File: config.mk
export PLATFORM = sky130hd
export DESIGN_NAME = pst_if
export DESIGN_NICKNAME = d
export VERILOG_FILES = /design/src/rtl/pst_if_pkg.sv /design/src/rtl/pst_if_pc_gen.sv /design/src/rtl/pst_if.sv
export SDC_FILE = /design/constraint.sdc
export NUM_CORES = 1
export LEC_CHECK = 0
export ABC_AREA = 1
export CAP_MARGIN = 30
export CORE_ASPECT_RATIO = 2
export CORE_MARGIN = 4
export CORE_UTILIZATION = 30
export CTS_CLUSTER_DIAMETER = 80
export DETAILED_ROUTE_END_ITERATION = 16
export GPL_ROUTABILITY_DRIVEN = 0
export PLACE_DENSITY = 0.64
export SYNTH_ARGS = -nofsm -noshare
export SYNTH_HDL_FRONTEND = slang
export SYNTH_SLANG_ARGS = --single-unit
File: constraint.sdc
create_clock -name clk -period 4.3 [get_ports clk]
set_clock_uncertainty 0.2 [all_clocks]
set_input_delay 0.645 -clock clk [delete_from_list [all_inputs] [get_ports clk]]
set_output_delay 0.645 -clock clk [all_outputs]
set_load 0.01 [all_outputs]
File: src/rtl/pst_if_pkg.sv
// Shared definitions for the pst_if instruction-fetch stage.
// Optional performance counters are enabled by the PST_IF_PERF_CNT_EN macro.
package pst_if_pkg;

   // Default width of the word-addressed PC / instruction-memory address.
   localparam int IM_ADDR_NBIT_DEF = 10;

   // Fetch-stage run state: HALTED is entered by a syscall halt.
   typedef enum logic {
      IF_STATE_RUN    = 1'b0,
      IF_STATE_HALTED = 1'b1
   } if_state_e;

   // Instruction word placed in IF/ID for a bubble.
   localparam logic [31:0] NOP_INST = 32'h0000_0000;

endpackage : pst_if_pkg

File: src/rtl/pst_if_pc_gen.sv
// Next-PC priority mux for the fetch stage: redirect, halt hold, stall hold,
// then sequential increment with wrap at the top of the address space.
module pst_if_pc_gen
   import pst_if_pkg::*;
#(
   parameter int IM_ADDR_NBIT = IM_ADDR_NBIT_DEF
) (
   input  logic [IM_ADDR_NBIT-1:0] pc_i,
   input  logic                    redirect_vld_i,
   input  logic [IM_ADDR_NBIT-1:0] redirect_pc_i,
   input  logic                    halt_req_i,
   input  logic                    stall_i,
   input  if_state_e               state_i,
   output logic [IM_ADDR_NBIT-1:0] pc_next_o
);

   // Select the next PC, highest-priority condition first.
   always_comb begin
      // NOTE: the default is assigned before any branch so every path drives
      // pc_next_o and no latch is inferred.
      pc_next_o = pc_i + IM_ADDR_NBIT'(1);
      if (redirect_vld_i) begin
         pc_next_o = redirect_pc_i;
      end else if ((state_i == IF_STATE_HALTED) || halt_req_i) begin
         pc_next_o = pc_i;
      end else if (stall_i) begin
         pc_next_o = pc_i;
      end
   end

endmodule : pst_if_pc_gen

File: src/rtl/pst_if.sv
// Pipelined instruction-fetch stage: owns the PC, the IF/ID register and the
// RUN/HALTED state machine. Instruction memory is read asynchronously.
// Optional perf_fetch / perf_bubble counters: define PST_IF_PERF_CNT_EN.
module pst_if
   import pst_if_pkg::*;
#(
   parameter int                    IM_ADDR_NBIT = IM_ADDR_NBIT_DEF,
   parameter logic [IM_ADDR_NBIT-1:0] RESET_PC   = '0
) (
   input  logic                    clk,
   input  logic                    rst,
   input  logic                    en,
   input  logic                    stall,
   input  logic                    flush_id,
   input  logic                    redirect_vld,
   input  logic [IM_ADDR_NBIT-1:0] redirect_pc,
   input  logic                    halt_req,
   input  logic                    resume,
   output logic [IM_ADDR_NBIT-1:0] im_addr,
   input  logic [31:0]             im_data,
   output logic [IM_ADDR_NBIT-1:0] id_pc,
   output logic [IM_ADDR_NBIT-1:0] id_pc_next,
   output logic [31:0]             id_inst,
   output logic                    id_vld,
   output logic                    halted
`ifdef PST_IF_PERF_CNT_EN
   ,
   output logic [31:0]             perf_fetch,
   output logic [31:0]             perf_bubble
`endif
);

   logic [IM_ADDR_NBIT-1:0] pc_q, pc_d;
   logic [IM_ADDR_NBIT-1:0] pc_plus1;
   if_state_e               state_q, state_d;
   logic [IM_ADDR_NBIT-1:0] id_pc_q, id_pc_next_q;
   logic [31:0]             id_inst_q;
   logic                    id_vld_q;
   logic                    ld_bubble, ld_real;
   logic                    is_halted;

   assign is_halted = (state_q == IF_STATE_HALTED);
   assign pc_plus1  = pc_q + IM_ADDR_NBIT'(1);

   pst_if_pc_gen #(
      .IM_ADDR_NBIT (IM_ADDR_NBIT)
   ) u_pc_gen (
      .pc_i           (pc_q),
      .redirect_vld_i (redirect_vld),
      .redirect_pc_i  (redirect_pc),
      .halt_req_i     (halt_req),
      .stall_i        (stall),
      .state_i        (state_q),
      .pc_next_o      (pc_d)
   );

   // FSM next state: halt from RUN unless redirected; wake on resume or redirect.
   always_comb begin
      state_d = state_q;
      case (state_q)
         IF_STATE_RUN:    if (halt_req && !redirect_vld) state_d = IF_STATE_HALTED;
         IF_STATE_HALTED: if (resume || redirect_vld)    state_d = IF_STATE_RUN;
         default:         state_d = IF_STATE_RUN;
      endcase
   end

   // IF/ID load decode: redirect/flush bubble beats stall hold beats halt bubble.
   always_comb begin
      ld_bubble = 1'b0;
      ld_real   = 1'b0;
      if (redirect_vld || flush_id) begin
         ld_bubble = 1'b1;
      end else if (stall) begin
         ld_bubble = 1'b0;
      end else if (is_halted || halt_req) begin
         ld_bubble = 1'b1;
      end else begin
         ld_real = 1'b1;
      end
   end

   // PC, FSM and IF/ID register; every update is gated by en.
   always_ff @(posedge clk or posedge rst) begin
      // NOTE: every pipeline register here has an explicit reset value because
      // decode consumes id_* directly after reset release.
      if (rst) begin
         pc_q         <= RESET_PC;
         state_q      <= IF_STATE_RUN;
         id_pc_q      <= '0;
         id_pc_next_q <= '0;
         id_inst_q    <= NOP_INST;
         id_vld_q     <= 1'b0;
      end else if (en) begin
         // NOTE: non-blocking assignments so all registers sample the values
         // from before this edge, independent of statement order.
         pc_q    <= pc_d;
         state_q <= state_d;
         if (ld_bubble) begin
            id_pc_q      <= pc_q;
            id_pc_next_q <= pc_plus1;
            id_inst_q    <= NOP_INST;
            id_vld_q     <= 1'b0;
         end else if (ld_real) begin
            id_pc_q      <= pc_q;
            id_pc_next_q <= pc_plus1;
            id_inst_q    <= im_data;
            id_vld_q     <= 1'b1;
         end
      end
   end

`ifdef PST_IF_PERF_CNT_EN
   logic [31:0] perf_fetch_q, perf_bubble_q;

   // Count real and bubble IF/ID loads; stall holds count as neither.
   always_ff @(posedge clk or posedge rst) begin
      if (rst) begin
         perf_fetch_q  <= '0;
         perf_bubble_q <= '0;
      end else if (en) begin
         if (ld_real)   perf_fetch_q  <= perf_fetch_q + 32'd1;
         if (ld_bubble) perf_bubble_q <= perf_bubble_q + 32'd1;
      end
   end

   assign perf_fetch  = perf_fetch_q;
   assign perf_bubble = perf_bubble_q;
`endif

   assign im_addr    = pc_q;
   assign id_pc      = id_pc_q;
   assign id_pc_next = id_pc_next_q;
   assign id_inst    = id_inst_q;
   assign id_vld     = id_vld_q;
   assign halted     = is_halted;

endmodule : pst_if

==> After elaboration in Yosys (flattened, before gate mapping) <==
Index checks and enable logic that the tools add are counted.
Widths: inputs -> output; s select.
{ "totals": {"output_inout_bits": 64, "elab_cells": 38, "in_bits": 50, "register_bits": 64} }
{ "op_classes": {"add_sub_neg": 1, "n_bitwise": 1, "n_mux": 20, "n_reduce_logical": 8, "eq_ne": 2} }
{ "ops": {"columns": ["operator", "count"], "rows": [
  ["$mux 10", 7],
  ["$mux 32", 2],
  ["$add 10x1->10 const B", 1],
  ["$mux 1", 10],
  ["$logic_or 1x1->1", 3],
  ["$reduce_and 3->1", 1],
  ["$ne 2x1->1 const B", 1],
  ["$ne 2x2->1 const B", 1],
  ["$pmux 1 s2", 1],
  ["$reduce_and 2->1", 1],
  ["$reduce_bool 2->1", 1],
  ["$logic_and 1x1->1", 1],
  ["$logic_not 1->1", 1],
  ["$not 1->1", 1]
]} }

==> Logic depth before layout (Yosys ltp) <==
Gate-level depths: netlist of the first run.
{ "logic_depth": {"word_depth": 6, "depth_mapped": 8, "ltp_nobuf": 8} }

==> Modules after synthesis <==
A second synthesis of the first run with hierarchy kept.
{ "unflattened": {"cells_unflattened": 377, "area_unflattened_um2": 3170.5} }
{ "by_module_without_submodules": {"columns": ["module", "area_per_inst_um2", "cells_per_inst", "seq_area_each_um2", "n_inst"], "rows": [
  ["pst_if", 2788.9, 301, 1601.5, 1],
  ["pst_if_pc_gen", 381.6, 76, 0.0, 1]
]} }

==> Least setup slack after synthesis of the first run <==
Ideal clock, no wire load.
{ "synth_path": {"path_kind": "input-to-reg", "startpoint": "in redirect_vld", "endpoint": "reg id_inst_q[0], in the netlist id_inst[0]", "setup_slack_ns": 2.682, "setup_ns": 0.118, "required_time_ns": 3.982, "path_stages": 7, "arrival_time_ns": 1.300, "path_cell_list": "buf_6 > nor2_4 > a21oi_4 > inv_4 > buf_6 > nand2_1 > o21ai_2"} }
{ "synth_between": {"elab_chain_len": 4} }
{ "synth_rtl": {"columns": ["item", "line", "source"], "rows": [
  ["from (decl)", "pst_if.sv:15", "input logic redirect_vld,"],
  ["$logic_or 1x1->1 *", "pst_if.sv:71", "if (redirect_vld || flush_id) begin"],
  ["$mux 1", "pst_if.sv:71", null],
  ["$reduce_bool 2->1 (no source line)", null, null],
  ["$reduce_and 2->1 (no source line)", null, null],
  ["to (signal assigned)", "pst_if.sv:106", "id_inst_q <= im_data;"],
  ["to (decl)", "pst_if.sv:37", "logic [31:0] id_inst_q;"]
]} }
Mark *: on every way between the ends. The rest lies on a longest branch, timed or not.
A chain may end at the register's enable or synchronous reset.

==> Final worst setup path of the first run <==
{ "layout_path": {"startpoint": "in redirect_vld", "endpoint": "reg id_inst_q[8], in the netlist id_inst[8]"} }
The elaborated chain is that of the path after synthesis.

==> results of run 1 <==
==> logic make-up after synthesis <==
| family | after synthesis | synth area share [%] |
|---|---|---|
| and+or+nand+nor | 133 | 18.5 |
| buffers and inverters | 65 | 11.7 |
| DFF | 64 | 55.3 |
| AOI/OAI and AO/OA | 65 | 13.8 |
| adders and majority gates | 1 | 0.432 |
| xor gates and xnor gates | 1 | 0.302 |
==> per-layer routing <==
| metal | part of all wire, % | track usage (%) |
|---|---|---|
| met5 | 0 | 0 |
| met4 | 3.9 | 8.65 |
| met3 | 5.2 | 4.11 |
| met2 | 54 | 26.0 |
| met1 | 37 | 15.3 |
==> worst paths after layout <==
path / from / end / slack [ns] / cells after the start
max in group asynchronous: rst / id_pc[2] / 2.83 / 3
min in group asynchronous: rst / id_inst[5] / 0.45 / 2
worst min-delay path: id_pc_next[2] / id_pc_next[2] / 0.27 / 2
worst max register to register: halted / id_inst[8] / 2.49 / 3
worst max-delay path: redirect_vld / id_inst[8] / 1.92 / 4
worst min register to register: id_pc_next[2] / id_pc_next[2] / 0.27 / 2
==> cell type report <==
| class | count | area, um2 |
|---|---|---|
| Tap cell | 104 | 130 |
| Timing Repair Buffer | 115 | 1160 |
| Multi-Input combinational cell | 200 | 958 |
| Inverter | 52 | 198 |
| Clock inverter | 2 | 35.0 |
| Sequential cell | 64 | 1600 |
| Fill cell | 927 | 5020 |
| Clock buffer | 14 | 284 |
==> state kept, by name (all words and copies together), names as in the netlist <==
register	cells
id_inst	32
im_addr	10
id_vld	1
id_pc	10
halted	1
id_pc_next	10
==> cell usage after synthesis <==
library cell | number | area share (%)
o211ai_1 | 1 | 0.26
nand2_2 | 1 | 0.22
o22ai_1 | 2 | 0.43
inv_4 | 1 | 0.22
o21bai_1 | 1 | 0.26
nand3_1 | 11 | 1.9
nand4_1 | 1 | 0.22
dfrtp_1 | 64 | 55
inv_1 | 49 | 6.3
nor2_4 | 1 | 0.39
nor2_2 | 2 | 0.43
xor2_1 | 1 | 0.30
a21oi_1 | 2 | 0.35
nor2_1 | 21 | 2.7
inv_2 | 2 | 0.26
nand2_1 | 95 | 12
buf_2 | 1 | 0.17
a21oi_4 | 1 | 0.56
buf_6 | 12 | 4.7
nand3_2 | 1 | 0.35
o21ai_1 | 32 | 5.5
o21ai_0 | 9 | 1.6
ha_1 | 1 | 0.43
a31oi_1 | 3 | 0.65
o21ai_2 | 14 | 4.2
==> worst max-delay path, stage by stage <==
cell	delay (ns)
clkdlybuf4s50_1	0.59
nor2_4	0.22
nand3_2	0.53
o21ai_1	0.38
==> power by group <==
group          internal (uW)  switching [uW]
combinational            211             204
clock                    511             243
sequential               670            53.6
==> per-stage QoR <==
step	cell area [um2]	utilization (%)	std cells
final	4370	46.5	551
after global routing	4370	46.5	551
after CTS	4350	46.3	550
after detailed placement	4030	42.9	534
after global placement	4030	42.9	534
after floorplan	2900	-	329
==> impl_metrics.csv, run 1 <==
group,metric,value,unit
outcome,status,"finished clean",
placed_design,io_buffer_count,113,
yosys,ys_seq_area_share,55.3,%
floorplan,row_count,50,
global_route,grt_max_degree,63,
cts,clock-sinks,64,
critical_path,critPathMaxFanout,33,
layout,num_antenna_cells,0,
layout,layout_common_cells,"clkdlybuf4s50_1, nand2_1, dfrtp_1",
cts,postCtsSetupBuffers,0,
layout,final_common_cell,"clkdlybuf4s50_1",
cts,cts_resized,0,
timing,fmax,421,MHz
critical_path,required,4.32,ns
timing,slew_viol_final,0,
cts,postCtsHoldBufs,0,
timing,worstMarginPinSlew,0.661,ns
cts,clock_tree.buffer_depth,2,
floorplan,core,0.00938,mm2
timing,finalCriticalPeriod,2.38,ns
floorplan,ioPinCount,114,
timing,tns,0,ns
detailed_routing,routedWlPerCell,14.4,um
pwr,p_per_area,433,mW/mm2
yosys,ys_seq_elements,64,
timing,setup_ws,1.92,ns
timing,hold_viol,0,
timing,grt_setup_unrepaired,"false",
critical_path,arrival,2.39,ns
cts,htree_levels,3,
cts,cts_tree,"built",
global_route,antenna_found_initial,0,
timing,whs,0.270,ns
detailed_routing,dr.pass1.iters,4,
placed_design,dp.final_hpwl,6.02,mm
yosys,syn-instance-count,329,
detailed_routing,drc,0,
detailed_routing,drtIter0Drc,81,
floorplan,die_area,0.0114,mm2
detailed_routing,avgViaCountPerCell,4.57,
timing,maxSlewHeadroom,56.0,%
run,max-cap-violations,0,
critical_path,end_kind,"flip-flop",
floorplan,die_w,77.5,um
pwr,cellLeakagePower,0.00207,uW
layout,areaGrowthSynthToFinish,50.6,%
cts,cts-root-buf,"clkbuf_16",
global_route,grt_overflow,0,
timing,setup_viol,0,
detailed_routing,drtAntennaViolNets,0,
critical_path,critPathLaunchType,"input pin",
global_route,grt_usage,14.7,%
floorplan,die_h,147,um
layout,drive_gt1_share,9.17,%
cts,cts_made_buffers,9,
pwr,ir_drop,0.000195,V
floorplan,initial_core_util,30.9,%
yosys,synth_nets,380,
layout,layout.nets,493,
pwr,power,1890,uW
hold_path,holdCritPathClass,"flip-flop to flip-flop",
timing,period_share,55.3,%
global_route,grt_pass1_vias,2552,
global_route,grt_pass1_wl,13.0,mm
cts,clock_latency,0.32,ns
placed_design,dp_slack,1.60,ns
yosys,syn_area_per_cell,8.81,um2
detailed_routing,num_vias,2518,
cts,clk_pin_slew_worst_paths,0.05,ns
yosys,ys.warnings.count,0,
yosys,synth_cell_types,25,
yosys,netlist_area,0.00290,mm2
critical_path,criticalPathCategory,"input pin to flip-flop",
detailed_routing,drt-total-wl,7.93,mm
(Power assumes the default switching activity.)
==> inputs of run 2 (changes only) <==
--- a/config.mk
+++ b/config.mk
@@ -13,7 +13,7 @@
 export CTS_CLUSTER_DIAMETER = 80
 export DETAILED_ROUTE_END_ITERATION = 16
 export GPL_ROUTABILITY_DRIVEN = 0
-export PLACE_DENSITY = 0.64
+export PLACE_DENSITY = 0.66
 export SYNTH_ARGS = -nofsm -noshare
 export SYNTH_HDL_FRONTEND = slang
 export SYNTH_SLANG_ARGS = --single-unit
==> constraint.sdc (replaced) <==
create_clock -name clk -period 2.1 [get_ports clk]
set_clock_uncertainty 0.2 [all_clocks]
set_input_delay 0.315 -clock clk [delete_from_list [all_inputs] [get_ports clk]]
set_output_delay 0.315 -clock clk [all_outputs]
set_load 0.01 [all_outputs]
==> run 2 against run 1 <==
Net effect:
- count of clock-buffer cells in the layout shrank 2
- sequential power is 100% higher
- hold slack worse by 0.16 ns
- first-iteration DRC count grew 28%
- sequential share of layout area grew 0.095 points
- critical path type is now flip-flop to output port
- critical endpoint is now im_addr[0]
- largest cell class unchanged
- highest routed layer unchanged
==> impl_metrics.csv, run 2 (synthesized netlist as in run 1, its figures left out) <==
group,metric,value,unit
cts,postCtsSetupBuffers,0,
timing,fmax,529,MHz
floorplan,die_area,0.0114,mm2
timing,period_share,90.0,%
layout,final_common_cell,"clkdlybuf4s50_1",
timing,finalCriticalPeriod,1.89,ns
timing,slew_viol_final,0,
critical_path,end_kind,"output port",
pwr,power,3780,uW
floorplan,die_h,147,um
pwr,p_per_area,867,mW/mm2
placed_design,dp.final_hpwl,5.98,mm
cts,cts-root-buf,"clkbuf_16",
outcome,status,"finished clean",
critical_path,critPathSlowestCell,"clkdlybuf4s50_1",
placed_design,dp_slack,0.0374,ns
timing,setup_viol,0,
pwr,ir_drop,0.000501,V
cts,postCtsHoldBufs,0,
timing,maxSlewHeadroom,56.6,%
global_route,grt_pass1_wl,12.8,mm
global_route,grt_overflow,0,
global_route,grt_max_degree,63,
detailed_routing,num_vias,2524,
detailed_routing,drc,0,
critical_path,critPathLaunchType,"flip-flop",
detailed_routing,routedWlPerCell,14.4,um
timing,tns,0,ns
detailed_routing,drtAntennaViolNets,0,
floorplan,die_w,77.5,um
timing,worstMarginPinSlew,0.651,ns
critical_path,r2r_cells,8,
critical_path,arrival,1.38,ns
detailed_routing,dr.pass1.iters,4,
pwr,seqPwrFrac,39.2,%
detailed_routing,drt-total-wl,7.94,mm
pwr,p_int,2750,uW
critical_path,cp_top_family,"buffers and inverters",
cts,clk_pin_slew_worst_paths,0.05,ns
timing,setup_ws,0.210,ns
layout,drive_gt1_share,9.15,%
critical_path,required,1.58,ns
floorplan,ioPinCount,114,
critical_path,criticalPathCategory,"flip-flop to output port",
cts,cts_resized,0,
layout,largest_reg_flops,32,
pwr,combPwrFrac,22.5,%
detailed_routing,avgViaCountPerCell,4.57,
cts,clock_latency,0.32,ns
layout,num_antenna_cells,0,
detailed_routing,drtIter0Drc,104,
run,max-cap-violations,0,
timing,grt_setup_unrepaired,"false",
critical_path,rr_startpoint,"im_addr[0]",
global_route,grt_pass1_vias,2632,
cts,clock_tree.buffer_depth,2,
cts,cts_made_buffers,9,
critical_path,timing.rr.end,"im_addr[6]",
pwr,p_switching,1030,uW
placed_design,io_buffer_count,113,
timing,hold_viol,0,
critical_path,max_stage_delay,0.59,ns
global_route,antenna_found_initial,0,
layout,areaGrowthSynthToFinish,50.3,%
cts,clock-sinks,64,
critical_path,ff2ff_setup_slack,0.47,ns
floorplan,row_count,50,
cts,cts_tree,"built",
pwr,switching_share,27.3,%
cts,htree_levels,3,
layout,layout_common_cells,"clkdlybuf4s50_1, nand2_1, dfrtp_1",
critical_path,critPathMaxFanout,6,
hold_path,holdCritPathClass,"input pin to async pin",
floorplan,core,0.00938,mm2
pwr,cellLeakagePower,0.00206,uW
layout,layout.nets,495,
global_route,grt_usage,14.4,%
critical_path,path_cells,"clkdlybuf4s50_1",
floorplan,initial_core_util,30.9,%
pwr,clkPwrFrac,38.3,%
critical_path,critPathBufInv,1,
## run 2: cell count changes in the layout (fill, tap and decap cells not counted), sizes merged
cell,change
clkbuf,-2
buf,+2
clkinvlp,+2
inv,-1
## run 2: layout make-up
cell class	instances	area, um2
fillers	952	5030
flip-flops and latches	64	1600
repair buffers	117	1170
multi-input cells	200	958
clock buffers	12	246
inverters	52	201
well taps	104	130
clock inverters	3	42.5
## run 2: through the flow
| step | cells | hold WS, ns | area, um2 | utilization [%] |
|---|---|---|---|---|
| after global placement | 537 | 0.255 | 4070 | 43.3 |
| final | 552 | 0.107 | 4350 | 46.4 |
| after floorplan | 329 | 0.245 | 2900 | - |
| after global routing | 552 | 0.136 | 4350 | 46.4 |
| after detailed placement | 537 | 0.258 | 4070 | 43.3 |
| after CTS | 552 | 0.108 | 4350 | 46.4 |
## run 2: power groups by stage
stage	clock [uW]	sequential [uW]	combinational (uW)
CTS	1480	1480	872
detailed placement	0	1500	867
floorplan	0	1550	331
global placement	0	1500	857
finish	1450	1480	850
global route	1540	1500	929
## run 2: how the worst max path moves through the flow
stage | startpoint | end | slack (ns) | depth (start not counted)
CTS | im_addr[0] | im_addr[0] | 0.20 | 1
finish | im_addr[0] | im_addr[0] | 0.21 | 1
floorplan | im_addr[0] | im_addr[6] | 0.65 | 8
global placement | redirect_vld | id_pc[9] | 0.08 | 6
global route | im_addr[0] | im_addr[0] | 0.14 | 1
detailed placement | redirect_vld | id_pc[5] | 0.04 | 6
## run 2: layer usage
metal	routed length, um	global-route usage [%]
met5	0	0
met4	254	7.22
met2	4380	26.3
met3	409	3.68
met1	2900	14.8
